`config.mk`:
```
export PLATFORM = sky130hd
export DESIGN_NAME = booth_div_datapath_flat
export DESIGN_NICKNAME = d
export VERILOG_FILES = /design/src/rtl/alu_pkg.sv /design/src/rtl/booth_div_datapath_if.sv /design/src/rtl/booth_div_datapath_nr_div_path.sv /design/src/rtl/booth_div_datapath.sv /design/src/flat_wrapper.sv
export SDC_FILE = /design/constraint.sdc
export NUM_CORES = 1
export LEC_CHECK = 0
export CAP_MARGIN = 20
export CORE_AREA = 5 5 104 106
export CTS_CLUSTER_SIZE = 12
export DETAILED_ROUTE_END_ITERATION = 12
export DIE_AREA = 0 0 109 111
export PLACE_DENSITY = 0.74
export SYNTH_ARGS = -nofsm -noshare
export SYNTH_HDL_FRONTEND = slang
export SYNTH_SLANG_ARGS = --single-unit
```
`constraint.sdc`:
```
create_clock -name clk -period 7.28 [get_ports clk]
set_input_delay 1.82 -clock clk [delete_from_list [all_inputs] [get_ports clk]]
set_output_delay 1.82 -clock clk [all_outputs]
set_load 0.03 [all_outputs]
```
`src/rtl/alu_pkg.sv`:
```
// Shared ALU definitions: opcode encodings and the default operand width.
package alu_pkg;
    localparam int WIDTH_DEF = 8;

    localparam logic [1:0] OP_ADD = 2'b00;
    localparam logic [1:0] OP_SUB = 2'b01;
    localparam logic [1:0] OP_MUL = 2'b10;
    localparam logic [1:0] OP_DIV = 2'b11;
endpackage

```
`src/rtl/booth_div_datapath_if.sv`:
```
// Control-strobe / status / result bundle between the ALU controller and the
// Booth multiply / non-restoring divide datapath.
interface booth_div_if #(parameter int WIDTH = alu_pkg::WIDTH_DEF);
    logic [WIDTH-1:0]   operand_a;
    logic [WIDTH-1:0]   operand_b;
    logic               booth_load, booth_shift_en, booth_add_en, booth_sub_en, booth_count_en;
    logic               div_load, div_shift_en, div_add_en, div_sub_en, div_final_add, div_count_en;
    logic               booth_Q0, booth_Qm1, booth_done, div_done, div_R_sign;
    logic [2*WIDTH-1:0] product;
    logic [WIDTH-1:0]   quotient;
    logic [WIDTH-1:0]   remainder;

    modport master (
        output operand_a, operand_b,
        output booth_load, booth_shift_en, booth_add_en, booth_sub_en, booth_count_en,
        output div_load, div_shift_en, div_add_en, div_sub_en, div_final_add, div_count_en,
        input  booth_Q0, booth_Qm1, booth_done, div_done, div_R_sign,
        input  product, quotient, remainder
    );

    modport slave (
        input  operand_a, operand_b,
        input  booth_load, booth_shift_en, booth_add_en, booth_sub_en, booth_count_en,
        input  div_load, div_shift_en, div_add_en, div_sub_en, div_final_add, div_count_en,
        output booth_Q0, booth_Qm1, booth_done, div_done, div_R_sign,
        output product, quotient, remainder
    );
endinterface

```
`src/rtl/booth_div_datapath_nr_div_path.sv`:
```
// Unsigned non-restoring divider registers (R, Q, D, count) and their flags.
// R carries one extra bit so its MSB is the partial-remainder sign.
module nr_div_path #(
    parameter int WIDTH = alu_pkg::WIDTH_DEF
) (
    input  logic             clk,
    input  logic             reset_n,
    input  logic [WIDTH-1:0] operand_a_i,
    input  logic [WIDTH-1:0] operand_b_i,
    input  logic             load_i,
    input  logic             shift_en_i,
    input  logic             add_en_i,
    input  logic             sub_en_i,
    input  logic             final_add_i,
    input  logic             count_en_i,
    output logic             done_o,
    output logic             r_sign_o,
    output logic [WIDTH-1:0] quotient_o,
    output logic [WIDTH-1:0] remainder_o
);
    localparam int CW = $clog2(WIDTH + 1);

    logic [WIDTH:0]   r_q, r_d, d_q, d_d, r_sh, r_op;
    logic [WIDTH-1:0] q_q, q_d, q_sh;
    logic [CW-1:0]    cnt_q, cnt_d;

    // Next state: shift, then add/sub (quotient bit from the new sign), then final correction.
    always_comb begin
        r_sh  = r_q;
        q_sh  = q_q;
        if (shift_en_i) begin
            r_sh = {r_q[WIDTH-1:0], q_q[WIDTH-1]};
            q_sh = q_q << 1;
        end
        r_op = r_sh;
        if (add_en_i && !sub_en_i)      r_op = r_sh + d_q;
        else if (sub_en_i && !add_en_i) r_op = r_sh - d_q;
        if (add_en_i ^ sub_en_i)        q_sh[0] = ~r_op[WIDTH];
        if (final_add_i && r_op[WIDTH]) r_op = r_op + d_q;

        r_d   = r_op;
        q_d   = q_sh;
        d_d   = d_q;
        cnt_d = cnt_q;
        if (count_en_i && cnt_q != CW'(WIDTH)) cnt_d = cnt_q + 1'b1;

        if (load_i) begin
            r_d   = '0;
            q_d   = operand_a_i;
            d_d   = {1'b0, operand_b_i};
            cnt_d = '0;
        end
    end

    // Divider state registers; reset clears everything at once.
    always_ff @(posedge clk or negedge reset_n) begin
        if (!reset_n) begin
            r_q   <= '0;
            q_q   <= '0;
            d_q   <= '0;
            cnt_q <= '0;
        end else begin
            r_q   <= r_d;
            q_q   <= q_d;
            d_q   <= d_d;
            cnt_q <= cnt_d;
        end
    end

    assign done_o      = (cnt_q == CW'(WIDTH));
    assign r_sign_o    = r_q[WIDTH];
    assign quotient_o  = q_q;
    assign remainder_o = r_q[WIDTH-1:0];
endmodule

```
`src/rtl/booth_div_datapath.sv`:
```
// Booth signed multiplier registers plus the non-restoring divider sub-block.
// A and M carry one extra bit so a multiplicand of -2^(WIDTH-1) still works.
module booth_div_datapath
    import alu_pkg::*;
#(
    parameter int WIDTH = WIDTH_DEF
) (
    input  logic        clk,
    input  logic        reset_n,
    booth_div_if.slave  bus
);
    localparam int CW = $clog2(WIDTH + 1);

    logic [WIDTH:0]   a_q, a_d, m_q, m_d, sum;
    logic [WIDTH-1:0] q_q, q_d;
    logic             qm1_q, qm1_d;
    logic [CW-1:0]    bcnt_q, bcnt_d;

    // Next state: add/sub first, then optionally arithmetic-shift the result.
    always_comb begin
        sum = a_q;
        if (bus.booth_add_en && !bus.booth_sub_en)      sum = a_q + m_q;
        else if (bus.booth_sub_en && !bus.booth_add_en) sum = a_q - m_q;

        a_d    = sum;
        q_d    = q_q;
        qm1_d  = qm1_q;
        m_d    = m_q;
        bcnt_d = bcnt_q;
        if (bus.booth_shift_en) begin
            a_d   = {sum[WIDTH], sum[WIDTH:1]};
            q_d   = {sum[0], q_q[WIDTH-1:1]};
            qm1_d = q_q[0];
        end
        if (bus.booth_count_en && bcnt_q != CW'(WIDTH)) bcnt_d = bcnt_q + 1'b1;

        if (bus.booth_load) begin
            a_d    = '0;
            q_d    = bus.operand_b;
            qm1_d  = 1'b0;
            m_d    = {bus.operand_a[WIDTH-1], bus.operand_a};
            bcnt_d = '0;
        end
    end

    // Booth state registers; reset clears everything at once.
    always_ff @(posedge clk or negedge reset_n) begin
        if (!reset_n) begin
            a_q    <= '0;
            q_q    <= '0;
            qm1_q  <= 1'b0;
            m_q    <= '0;
            bcnt_q <= '0;
        end else begin
            a_q    <= a_d;
            q_q    <= q_d;
            qm1_q  <= qm1_d;
            m_q    <= m_d;
            bcnt_q <= bcnt_d;
        end
    end

    assign bus.booth_Q0   = q_q[0];
    assign bus.booth_Qm1  = qm1_q;
    assign bus.booth_done = (bcnt_q == CW'(WIDTH - 1));
    assign bus.product    = {a_q[WIDTH-1:0], q_q};

    nr_div_path #(.WIDTH(WIDTH)) u_div (
        .clk         (clk),
        .reset_n     (reset_n),
        .operand_a_i (bus.operand_a),
        .operand_b_i (bus.operand_b),
        .load_i      (bus.div_load),
        .shift_en_i  (bus.div_shift_en),
        .add_en_i    (bus.div_add_en),
        .sub_en_i    (bus.div_sub_en),
        .final_add_i (bus.div_final_add),
        .count_en_i  (bus.div_count_en),
        .done_o      (bus.div_done),
        .r_sign_o    (bus.div_R_sign),
        .quotient_o  (bus.quotient),
        .remainder_o (bus.remainder)
    );
endmodule

```
`src/flat_wrapper.sv`:
```
// flat-port wrapper written by rule: the top's interface ports become plain ports
module booth_div_datapath_flat import alu_pkg::*;
#(
    parameter int WIDTH = WIDTH_DEF
)
  (clk, reset_n, bus_operand_a, bus_operand_b, bus_booth_load, bus_booth_shift_en, bus_booth_add_en, bus_booth_sub_en, bus_booth_count_en, bus_div_load, bus_div_shift_en, bus_div_add_en, bus_div_sub_en, bus_div_final_add, bus_div_count_en, bus_booth_Q0, bus_booth_Qm1, bus_booth_done, bus_div_done, bus_div_R_sign, bus_product, bus_quotient, bus_remainder);
  booth_div_if #(.WIDTH(WIDTH)) bus_i ();
  input  logic clk;
  input  logic reset_n;
  input wire logic [$bits(bus_i.operand_a)-1:0] bus_operand_a;
  input wire logic [$bits(bus_i.operand_b)-1:0] bus_operand_b;
  input wire logic [$bits(bus_i.booth_load)-1:0] bus_booth_load;
  input wire logic [$bits(bus_i.booth_shift_en)-1:0] bus_booth_shift_en;
  input wire logic [$bits(bus_i.booth_add_en)-1:0] bus_booth_add_en;
  input wire logic [$bits(bus_i.booth_sub_en)-1:0] bus_booth_sub_en;
  input wire logic [$bits(bus_i.booth_count_en)-1:0] bus_booth_count_en;
  input wire logic [$bits(bus_i.div_load)-1:0] bus_div_load;
  input wire logic [$bits(bus_i.div_shift_en)-1:0] bus_div_shift_en;
  input wire logic [$bits(bus_i.div_add_en)-1:0] bus_div_add_en;
  input wire logic [$bits(bus_i.div_sub_en)-1:0] bus_div_sub_en;
  input wire logic [$bits(bus_i.div_final_add)-1:0] bus_div_final_add;
  input wire logic [$bits(bus_i.div_count_en)-1:0] bus_div_count_en;
  output wire logic [$bits(bus_i.booth_Q0)-1:0] bus_booth_Q0;
  output wire logic [$bits(bus_i.booth_Qm1)-1:0] bus_booth_Qm1;
  output wire logic [$bits(bus_i.booth_done)-1:0] bus_booth_done;
  output wire logic [$bits(bus_i.div_done)-1:0] bus_div_done;
  output wire logic [$bits(bus_i.div_R_sign)-1:0] bus_div_R_sign;
  output wire logic [$bits(bus_i.product)-1:0] bus_product;
  output wire logic [$bits(bus_i.quotient)-1:0] bus_quotient;
  output wire logic [$bits(bus_i.remainder)-1:0] bus_remainder;
  assign bus_i.operand_a = bus_operand_a;
  assign bus_i.operand_b = bus_operand_b;
  assign bus_i.booth_load = bus_booth_load;
  assign bus_i.booth_shift_en = bus_booth_shift_en;
  assign bus_i.booth_add_en = bus_booth_add_en;
  assign bus_i.booth_sub_en = bus_booth_sub_en;
  assign bus_i.booth_count_en = bus_booth_count_en;
  assign bus_i.div_load = bus_div_load;
  assign bus_i.div_shift_en = bus_div_shift_en;
  assign bus_i.div_add_en = bus_div_add_en;
  assign bus_i.div_sub_en = bus_div_sub_en;
  assign bus_i.div_final_add = bus_div_final_add;
  assign bus_i.div_count_en = bus_div_count_en;
  assign bus_booth_Q0 = bus_i.booth_Q0;
  assign bus_booth_Qm1 = bus_i.booth_Qm1;
  assign bus_booth_done = bus_i.booth_done;
  assign bus_div_done = bus_i.div_done;
  assign bus_div_R_sign = bus_i.div_R_sign;
  assign bus_product = bus_i.product;
  assign bus_quotient = bus_i.quotient;
  assign bus_remainder = bus_i.remainder;
  booth_div_datapath #(.WIDTH(WIDTH)) u_core (.clk(clk), .reset_n(reset_n), .bus(bus_i));
endmodule
```
## Yosys cells after proc, flatten, opt, wreduce, memory -nomap -nowiden

Index checks and enable logic that the tools add are counted.

| operators by class | value |
|---|---|
| shift-type cells | 0 |
| multipliers | 0 |
| bitwise operators | 2 |
| reduce and logical (&&, ||, !) cells | 16 |
| div/mod/pow operators | 0 |
| add/subtract/negate cells | 7 |
| muxes and demuxes | 20 |
| order comparisons | 0 |
| equal/unequal tests | 4 |

Operators with widths:

| kind | number |
|---|---|
| 9-bit 2-to-1 mux | 8 |
| 8-bit 2-to-1 mux | 5 |
| 9-bit by 8-bit adder with 9-bit output | 2 |
| 4-bit 2-to-1 mux | 4 |
| 9-bit adder | 1 |
| 9-bit by 8-bit subtractor with 9-bit output | 1 |
| 9-bit subtractor | 1 |
| 4-bit by 1-bit adder with 4-bit output (second input constant) | 2 |
| 4-bit != test (second input constant) | 2 |
| 2-bit nonzero test | 4 |
| 1-bit logical AND | 7 |
| 4-bit by 3-bit equality test with 1-bit output (second input constant) | 1 |
| 4-bit equality test (second input constant) | 1 |
| 1-bit zero test | 4 |
| 1-bit 2-to-1 mux | 3 |
| 3-bit nonzero test | 1 |
| 1-bit inverter | 1 |
| 1-bit bitwise XOR | 1 |

| storage, ports and cells | value |
|---|---|
| latch bits | 0 |
| register bits | 59 |
| logic and storage cells | 59 |
| memories | 0 |
| memory bits (writable) | 0 |
| ROM bits | 0 |

## Logic depth before layout (Yosys ltp)

| depth | value |
|---|---|
| depth after elaboration | 7 |
| gate-level depth with buffers | 18 |
| gate-level depth less buffers | 17 |

## By module

A second synthesis with hierarchy kept.

| second synthesis, totals | value |
|---|---|
| cell total of the unflattened synthesis | 568 |
| area total of the unflattened synthesis | 4976.0 um2 |

Modules (own cells, without submodules):

| module | instances | cells an instance | area an instance (um2) |
|---|---|---|---|
| nr_div_path | 1 | 296 | 2549.9 |
| booth_div_datapath | 1 | 272 | 2426.1 |

## Least setup slack after synthesis

OpenSTA, ideal clock, no wires.

| timing | value |
|---|---|
| path type | input to register |
| start | in bus_div_shift_en |
| end | reg u_core.u_div.r_q[6] |
| slack | 2.597 ns |
| library setup time | 0.099 ns |
| data arrival time | 4.583 ns |
| stages | 13 |
| buffers on the path | 1 |
| cells stage by stage | buf_2 > mux2_2 > inv_1 > fa_1 > a21oi_1 > o21ai_0 > fa_1 > nand2b_1 > a21boi_0 > o21ai_0 > a21oi_1 > xnor2_1 > a311oi_1 |

| between the ends | value |
|---|---|
| word-level cells in the longest chain between the ends | 7 |
| elaborated cells between the ends (all ways) | 9 |
| those cells by class | add/sub (3); mux (5); reduce/logical (1) |

Ends and longest elaborated chain:

| element | RTL line | text |
|---|---|---|
| start, declared | flat_wrapper.sv:18 | `input wire logic [$bits(bus_i.div_shift_en)-1:0] bus_div_shift_en;` |
| 9-bit 2-to-1 mux (*) | booth_div_datapath_nr_div_path.sv:31 | `if (shift_en_i) begin` |
| 9-bit by 8-bit subtractor with 9-bit output | booth_div_datapath_nr_div_path.sv:37 | `else if (sub_en_i && !add_en_i) r_op = r_sh - d_q;` |
| 9-bit 2-to-1 mux | booth_div_datapath_nr_div_path.sv:37 |  |
| 9-bit 2-to-1 mux (*) | booth_div_datapath_nr_div_path.sv:36 | `if (add_en_i && !sub_en_i) r_op = r_sh + d_q;` |
| 9-bit by 8-bit adder with 9-bit output / 1-bit logical AND (equally long branches) | booth_div_datapath_nr_div_path.sv:39 | `if (final_add_i && r_op[WIDTH]) r_op = r_op + d_q;` |
| 9-bit 2-to-1 mux (*) | booth_div_datapath_nr_div_path.sv:39 |  |
| 9-bit 2-to-1 mux (*) | booth_div_datapath_nr_div_path.sv:47 | `if (load_i) begin` |
| named net u_core.u_div.r_d[6] | booth_div_datapath_nr_div_path.sv:23 | `logic [WIDTH:0] r_q, r_d, d_q, d_d, r_sh, r_op;` |
| end signal, assigned | booth_div_datapath_nr_div_path.sv:63 | `r_q <= r_d;` |
| end, declared | booth_div_datapath_nr_div_path.sv:23 |  |

The timed path passes the listed nets; every way through them passes the cells marked *.
A chain may end at the register's enable or synchronous reset.

## Worst setup path after layout

| timing | value |
|---|---|
| start | in bus_div_shift_en |
| end | reg u_core.u_div.r_q[7] |

Same word-level chain as after synthesis.

==> results.md <==
* I/O pins at 66
* Via/cell ratio at 5.71
* WHS Path Cells at 2
* Die footprint at 12100 sq um
* Layout area overhead at 17.1%
* Post-synth ARST share at 1.00
* Period minus WS final at around 5.7 ns
* CP Capture Type: flop
* Achievable Freq at 175 MHz
* Vias in the first global route at 4182
* Arrival time worst endpoint at roughly 6.0 ns
* Gr ovfl total at 0
* Clock Sinks at 59
* Netlist Area Pre-Place at about 4800 sq um
* Post-CTS sizing at 0
* # H-tree levels at 3
* Leak at between 2 and 3 nW
* Synth area leader: dfrtp_1
* Root Buffer: clkbuf_8
* Final Setup Violations at 0
* Worst min-delay path class: flop to flop
* Wirelength per Cell at around 16 um
* # hold bufs at CTS at 0
* Crit path cell chain: clkdlybuf4s50_1 -> mux2i_1 -> inv_1 -> ha_1 -> inv_1 -> fa_1 -> o21bai_2 -> a21oi_2 -> o21ai_0 -> a221o_1 -> a22oi_1 -> ha_1 -> o21ai_0 -> o21bai_1 -> xor2_1 -> nand3_1 -> o2bb2ai_1
* Hold endpoint: u_core.bus.booth_Qm1
* Nets at slightly below 700
* Starting Density at 0.501
* Initial antenna violation count at 0
* CP Launch Type: input port
* Placed cell area at between 5000 and 6000 sq um
* Final wirelength at 12.1 mm
* Worst flop-to-flop path startpoint: u_core.u_div.quotient_o[7]
* Core ar. at about 9700 sq um
* Distinct cells, synth at 65
* Critical-path top delay cell: clkdlybuf4s50_1
* Final hold violation count at 0
* Ant. Diodes at 0
* Row count at 36
* Max Cap Viol at 0
* Max_slew headroom at 0.385
* Worst-path fanout max at 17
* Chip width at approximately 110 um
* Status: finished clean
* Clock Path Buffers at 2
* Pins Over Slew Limit at 0
* Worst slew pin tran at 0.919 ns
* Number of synthesized flops with an enable pin at 0
* Critical path required time at about 7.5 ns
* Yosys reg bits at 59
* Crit share post-route at 0.784
* PwrDens at between 200 and 300 nW/um^2
* CTS Buf Count at 9
* Sequential fraction of the synthesis area at 0.305
* Clk slew on worst S/H paths at ~0.080 ns
* Hold_sp: u_core.bus.booth_Qm1
* Fin area at around 5700 sq um
* Die H at 111 um
* Worst-skew pair later-pin latency at approximately 0.35 ns
* DP HPWL at roughly 9.1 mm
* Setup CP Type: input port to flop
* Post-CTS setup buffer count at 0
* Top_reg_cell synth: dfrtp_1
* TritonRoute pass-1 iters at 4
* R2r setup slk at between 3 and 4 ns
* Layout cell share with drive strength beyond 1 at 0.0726
* Largest net degree at the start of global routing at 60
* Min Hold Slack at about 0.55 ns
* R2R depth at 16
* GRT Util Overall at 0.208
* Drt drc at 0
* Gate Count Post-Synth at ~560
* Synth top area share at 0.305
* Ys Warns at 0
* Clock skew at 0.0126 ns
* First-pass GRT wire length at about 21 mm
* Post-route antenna net violation count at 0
* GPL Wtd Cong at 0.927
* RSZ-0062 raised after global routing: no
* CTS tree: done
* Synth cell count leaders: dfrtp_1, o21ai_0, ha_1, nand2_1, inv_1
* Top-count cell post-synth: dfrtp_1
* Worst stage delay on the critical path at between 1 and 1.5 ns
* Post-synthesis net count at 640
* Avg Inst Size Synth at about 8.7 sq um
* IO buf count at 65
* Post-route setup TNS at 0 ns
* Area contributors post-synth: dfrtp_1, ha_1, mux2i_1
* Iter 0 DRT Violations at 230
* Worst vdd ir at between 0.0001 and 0.00015 V
* RR Endpoint: u_core.u_div.r_q[7]
* Via Count at 4219
[final cells by class]
| class | count | area [sq um] |
|---|---|---|
| Clock buffer | 9 | 124 |
| Clock inverter | 7 | 56.3 |
| Fill cell | 880 | 4010 |
| Inverter | 44 | 165 |
| Multi-Input combinational cell | 419 | 3020 |
| Sequential cell | 59 | 1480 |
| Tap cell | 133 | 166 |
| Timing Repair Buffer | 68 | 668 |
[stage by stage]
| stage | instances | util | total power, mW | worst slack (ns) |
|---|---|---|---|---|
| 5_1_grt | 739 | 0.586 | 1.64 | 1.29 |
| 6_report | 739 | 0.586 | 1.52 | 1.57 |
| 3_5_place_dp | 723 | 0.567 | 1.24 | 1.26 |
| 2_1_floorplan | 559 | - | 1.02 | 2.60 |
| 3_3_place_gp | 723 | 0.567 | 1.22 | 1.40 |
| 4_1_cts | 739 | 0.586 | 1.52 | 1.61 |
[placed cells by master, fill, tap and decap left out, types with 7 or more instances in the layout]
master / n
inv_1: 44
xnor2_1: 13
clkdlybuf4s50_1: 64
mux2i_1: 28
a21oi_1: 33
nor2_1: 42
dfrtp_1: 59
nand2b_1: 8
o22ai_1: 9
nor3_1: 7
o21ai_0: 51
nand4_1: 7
nand2_1: 47
ha_1: 47
clkbuf_8: 9
nor2b_1: 11
mux2_2: 9
o21bai_1: 7
a211oi_1: 8
[worst max-delay path: cells and delay by family]
family	cells	cell delay [ns]
buffers and inverters	3	1.23
AND/OR/NAND/NOR	1	0.10
AO/OA/AOI/OAI	8	1.52
adder cells (fa/ha/maj)	3	0.74
XOR/XNOR	1	0.15
multiplexers	1	0.40
[sequential cells by signal (all words and copies together), names as in the netlist]
signal                   flops
u_core.a_q                   9
u_core.u_div.r_q             9
u_core.m_q                   8
u_core.q_q                   8
u_core.u_div.d_q             8
u_core.u_div.quotient_o      8
u_core.bcnt_q                4
u_core.u_div.cnt_q           4
u_core.bus.booth_Qm1         1
[cell families after synthesis]
| kind of cell | Yosys count | share of synthesized area |
|---|---|---|
| and+or+nand+nor | 151 | 0.150 |
| AOI/OAI and AO/OA | 159 | 0.214 |
| DFF | 59 | 0.305 |
| muxes | 37 | 0.0787 |
| buffers and inverters | 81 | 0.0728 |
| xor gates and xnor gates | 20 | 0.0377 |
| adders and majority gates | 52 | 0.142 |
[how the worst max path moves through the flow]
stage,from,to
CTS,bus_div_shift_en,u_core.u_div.r_q[6]
detailed placement,bus_div_shift_en,u_core.u_div.r_q[6]
floorplan,bus_div_shift_en,u_core.u_div.r_q[6]
global placement,bus_div_shift_en,u_core.u_div.r_q[7]
global route,bus_div_shift_en,u_core.u_div.r_q[6]
finish,bus_div_shift_en,u_core.u_div.r_q[7]
[layer usage]
layer,track usage,share of wire,vias up
met5,0,0,-
met2,0.337,0.47,118
met3,0.0448,0.051,25
met4,0.0572,0.019,0
met1,0.279,0.46,2024
li1,-,-,2052
[power by group]
part	switching, mW	total (mW)	internal [mW]
clock network	0.154	0.282	0.128
logic	0.464	0.811	0.347
registers	0.0501	0.425	0.375
total	0.668	1.52	0.850
Note: power is estimated with default switching activity, not from simulation.
==> edit 1 (same settings) <==
Set the package constant `WIDTH_DEF` to 4 (it was 8).
--- a/src/rtl/alu_pkg.sv
+++ b/src/rtl/alu_pkg.sv
@@ -1,6 +1,6 @@
 // Shared ALU definitions: opcode encodings and the default operand width.
 package alu_pkg;
-    localparam int WIDTH_DEF = 8;
+    localparam int WIDTH_DEF = 4;
 
     localparam logic [1:0] OP_ADD = 2'b00;
     localparam logic [1:0] OP_SUB = 2'b01;
Interface: changed (5 resized); port bits go from 66 to 42. No check against the original RTL was run, so the function may have changed too.
==> edit 1 against the original RTL <==
Synthesized area fell by 46%. Sequential cell count is 26 lower. Routed wire length is 50% lower. Setup slack gained 780 ps. First-iteration DRC count shrank 72%. Cell area fell by 43%. Total power decreased by 51%. Non-clock buffer count decreased by 26. Critical path type unchanged. Critical endpoint is now u_core.u_div.r_q[3].
==> edit 1: results (changes against the original RTL) <==
FF-to-FF setup slack=4340 ps (was 3810 ps); Routed WL per cell=13.3 µm (was 16.4 µm); Worst EP arrival=5140 ps (was 5970 ps); grt met2 use=17.6% (was 33.7%); global routing usage on met1=12.5% (was 27.9%); launch point of the worst reg-to-reg path=u_core.u_div.quotient_o[3] (was u_core.u_div.quotient_o[7]); Clock Skew=3.86 ps (was 12.6 ps); status=complete, no violations (unchanged); final worst slack=2360 ps (was 1570 ps); Peak VDD IR=0.000103 V (was 0.000145 V); first-pass GRT wire length=10100 µm (was 20500 µm); GRT Overall Usage=10.5% (was 20.8%); input/output buffers=41 (was 65); met1 WL=2750 µm (was 5580 µm); layout cells sized above 1=5.63% (was 7.26%); Max FO, Critical Path=9 (was 17); hold_ws=540 ps (was 551 ps); Iter 0 DRT Violations=65 (was 230); Met3 Routed Length=279 µm (was 613 µm); Post CTS Setup Buffer Count=0 (unchanged); Worst Tran Pin Value=846 ps (was 919 ps); Leak=1.47 nW (was 2.54 nW); async set-reset flop share out of synthesis=100% (unchanged); Area contributors post-synth=dfrtp_1 32%, ha_1 14%, mux2i_1 6.9% (was dfrtp_1 30%, ha_1 12%, mux2i_1 5.8%); routed wire length=6050 µm (was 12100 µm); Post-synth top cells=33 x dfrtp_1, 29 x ha_1, 28 x inv_1 (was 59 x dfrtp_1, 51 x o21ai_0, 47 x ha_1, 47 x nand2_1, 44 x inv_1); worst setup path startpoint=bus_div_shift_en (unchanged); Worst Min Path Start=u_core.bus.booth_Qm1 (unchanged); Distinct cells, synth=45 (was 65); placer congestion estimate=0.833 (was 0.927); largest net degree at the start of global routing=34 (was 60); Gate Count Post-Synth=284 (was 559); Syn Nets=339 (was 640); Critical path destination=u_core.u_div.r_q[3] (was u_core.u_div.r_q[7]); Seq/Total Area, Yosys=31.5% (was 30.5%); dpl ws=2030 ps (was 1260 ps); depth of the CTS H-tree=2 (was 3); CP max stage delay=790 ps (was 1070 ps); FF-to-FF path depth=13 (was 16); Nets=374 (was 682); CP top delay family=multiplexers (was compound AO/OA/AOI/OAI gates); Largest regs=u_core.a_q: 5 flops, u_core.u_div.r_q: 5 flops (was u_core.a_q: 9 flops, u_core.u_div.r_q: 9 flops); cell total after placement=445 (was 723); Clock Latency Late Sink=290 ps (was 350 ps); DP Area=3120 µm² (was 5490 µm²); wire length on met2=2920 µm (was 5720 µm); DP Wirelength=4780 µm (was 9140 µm); CTS buffer count=5 (was 9); DR vias=2090 (was 4219); clock slew at the register clock pins of the worst setup and hold paths=70 ps; grt met3 use=3.03% (was 4.48%)
[edit 1: cell count changes after synthesis, sizes merged, moves of 17 or more]
cell,unedited run,this run
o21ai,53,19
dfrtp,59,33
nor2,42,18
nand2,48,25
a21oi,34,16
ha,47,29
clkbuf,22,5
[edit 1: power by group]
part	switching [mW]	internal, mW	total [mW]
combinational	0.180	0.151	0.331
sequential	0.0248	0.208	0.232
clock	0.0703	0.112	0.182
[edit 1: area by class of cell]
class	instances	area, µm²
fillers	1015	6450
multi-input cells	209	1610
flip-flops and latches	33	826
repair buffers	42	418
well taps	133	166
inverters	28	105
clock buffers	7	86.3
clock inverters	1	30.0
[edit 1: logic make-up after synthesis]
kind of cell	share of synthesized area, %
AND/OR/NAND/NOR	16.2
AO/OA/AOI/OAI	13.4
buffers and inverters	7.12
adder cells (fa/ha/maj)	17.7
flip-flops	31.5
multiplexers	11.8
XOR/XNOR	2.34
==> edit 2 (config.mk and constraints unchanged) <==
Made on the original files. `m_q` no longer has a reset.
--- a/src/rtl/booth_div_datapath.sv
+++ b/src/rtl/booth_div_datapath.sv
@@ -49,15 +49,17 @@
             a_q    <= '0;
             q_q    <= '0;
             qm1_q  <= 1'b0;
-            m_q    <= '0;
             bcnt_q <= '0;
         end else begin
             a_q    <= a_d;
             q_q    <= q_d;
             qm1_q  <= qm1_d;
-            m_q    <= m_d;
             bcnt_q <= bcnt_d;
         end
+    end
+
+    always_ff @(posedge clk) begin
+        m_q <= m_d;
     end
 
     assign bus.booth_Q0   = q_q[0];
Behaviour: not the same (Yosys sat finds a counterexample within 4 cycles, from zero or initial values and one cycle with reset_n low).
==> edit 2 against the original RTL <==
Sequential power up 1%. Via count up 4.1%. Sequential cell count unchanged. Total power grew 2.5%. Synthesized cell count increased by 2.1%. Routed wire length rose by 7.5%. Critical endpoint unchanged. Critical path type unchanged. Clock power grew 11%. Setup slack better by 4.2 ps. Clock skew fell by 2.1 ps. Utilization increased by 2.5 points. Synthesized area increased by 4.2%. Cell area up 4.2%.
==> edit 2: results (changes against the original RTL) <==
status=complete, no violations (unchanged); layout cells sized above 1=7.27% (was 7.26%); placer congestion estimate=0.915 (was 0.927); DR vias=4394 (was 4219); FF-to-FF setup slack=3540 ps (was 3810 ps); Routed WL per cell=17.3 µm (was 16.4 µm); Peak VDD IR=0.000155 V (was 0.000145 V); first-pass iteration count of the detailed router=7 (was 4); fill count=861 (was 880); Max FO, Critical Path=11 (was 17); Post-synth top cells=52 x inv_1, 51 x dfrtp_1, 47 x ha_1, 47 x nand2_1, 47 x o21ai_0 (was 59 x dfrtp_1, 51 x o21ai_0, 47 x ha_1, 47 x nand2_1, 44 x inv_1); cell total after placement=736 (was 723); Leak=2.64 nW (was 2.54 nW); Distinct cells, synth=70 (was 65); CP max stage delay=690 ps (was 1070 ps); Nets=695 (was 682); GRT Overall Usage=22.5% (was 20.8%); Clock Skew=10.5 ps (was 12.6 ps); WHS Endpoint=u_core.bus.booth_Qm1 (unchanged); dpl ws=1260 ps (about the same); Mean Syn Cell Area=8.85 µm² (was 8.67 µm²); Area contributors post-synth=dfrtp_1 25%, ha_1 12%, mux2i_1 7.3% (was dfrtp_1 30%, ha_1 12%, mux2i_1 5.8%); Seq/Total Area, Yosys=30.0% (was 30.5%); first-pass GRT wire length=21800 µm (was 20500 µm); Worst Tran Pin Value=835 ps (was 919 ps); final worst slack=1580 ps (was 1570 ps); vias in the first global route=4578 (was 4182); async set-reset flop share out of synthesis=86.4% (was 100%); Worst EP arrival=5940 ps (was 5970 ps); DP Wirelength=9840 µm (was 9140 µm); Iter 0 DRT Violations=216 (was 230); FF-to-FF path depth=14 (was 16); launch point of the worst reg-to-reg path=u_core.u_div.r_q[0] (was u_core.u_div.quotient_o[7]); routed wire length=13000 µm (was 12100 µm)
==> edit 2: how the worst max path moves through the flow <==
stage	to	depth (start not counted)
5_1_grt	u_core.u_div.r_q[8]	16
3_3_place_gp	u_core.u_div.r_q[7]	15
2_1_floorplan	u_core.u_div.r_q[7]	15
3_5_place_dp	u_core.u_div.r_q[7]	15
6_report	u_core.u_div.r_q[7]	15
4_1_cts	u_core.u_div.r_q[7]	15
==> edit 2: report_power, final <==
| group | internal, mW | switching [mW] |
|---|---|---|
| clock network | 0.160 | 0.153 |
| logic | 0.349 | 0.463 |
| registers | 0.380 | 0.0509 |
| total | 0.889 | 0.667 |
==> edit 2: layout make-up <==
type / count / area [µm²] / area share, %
Tap cell: 133 / 166 / 2.81
Inverter: 52 / 195 / 3.30
Timing Repair Buffer: 70 / 683 / 11.6
Multi-Input combinational cell: 422 / 3150 / 53.3
Clock inverter: 7 / 77.6 / 1.31
Sequential cell: 59 / 1520 / 25.6
Clock buffer: 9 / 124 / 2.09
==> edit 2: logic make-up after synthesis <==
| family | Yosys count | synth area share [%] |
|---|---|---|
| AND/OR/NAND/NOR | 157 | 15.5 |
| AO/OA/AOI/OAI | 150 | 20.5 |
| buffers and inverters | 90 | 7.58 |
| flip-flops | 59 | 30.0 |
| adder cells (fa/ha/maj) | 52 | 13.6 |
| multiplexers | 49 | 10.3 |
| XOR/XNOR | 14 | 2.43 |
==> edit 2: through the flow <==
stage               utilization [%]  instance area [µm²]
global placement               59.0                 5710
global route                   61.1                 5910
floorplan                         -                 5050
CTS                            61.1                 5910
finish                         61.1                 5910
detailed placement             59.0                 5710
==> edit 2: critical path, delay by kind of cell <==
family                     cells  cell delay (ps)
and+or+nand+nor                6             1520
buffers and inverters          2              980
adders and majority gates      2              620
AOI/OAI and AO/OA              3              500
muxes                          2              480
==> edit 2: routing by layer <==
layer | vias to the layer above | global-route usage [%] | part of all wire (%)
li1 | 2113 | - | -
met3 | 36 | 3.44 | 4.9
met1 | 2116 | 28.1 | 42
met4 | 0 | 11.1 | 3.5
met2 | 129 | 37.3 | 49
met5 | - | 0 | 0
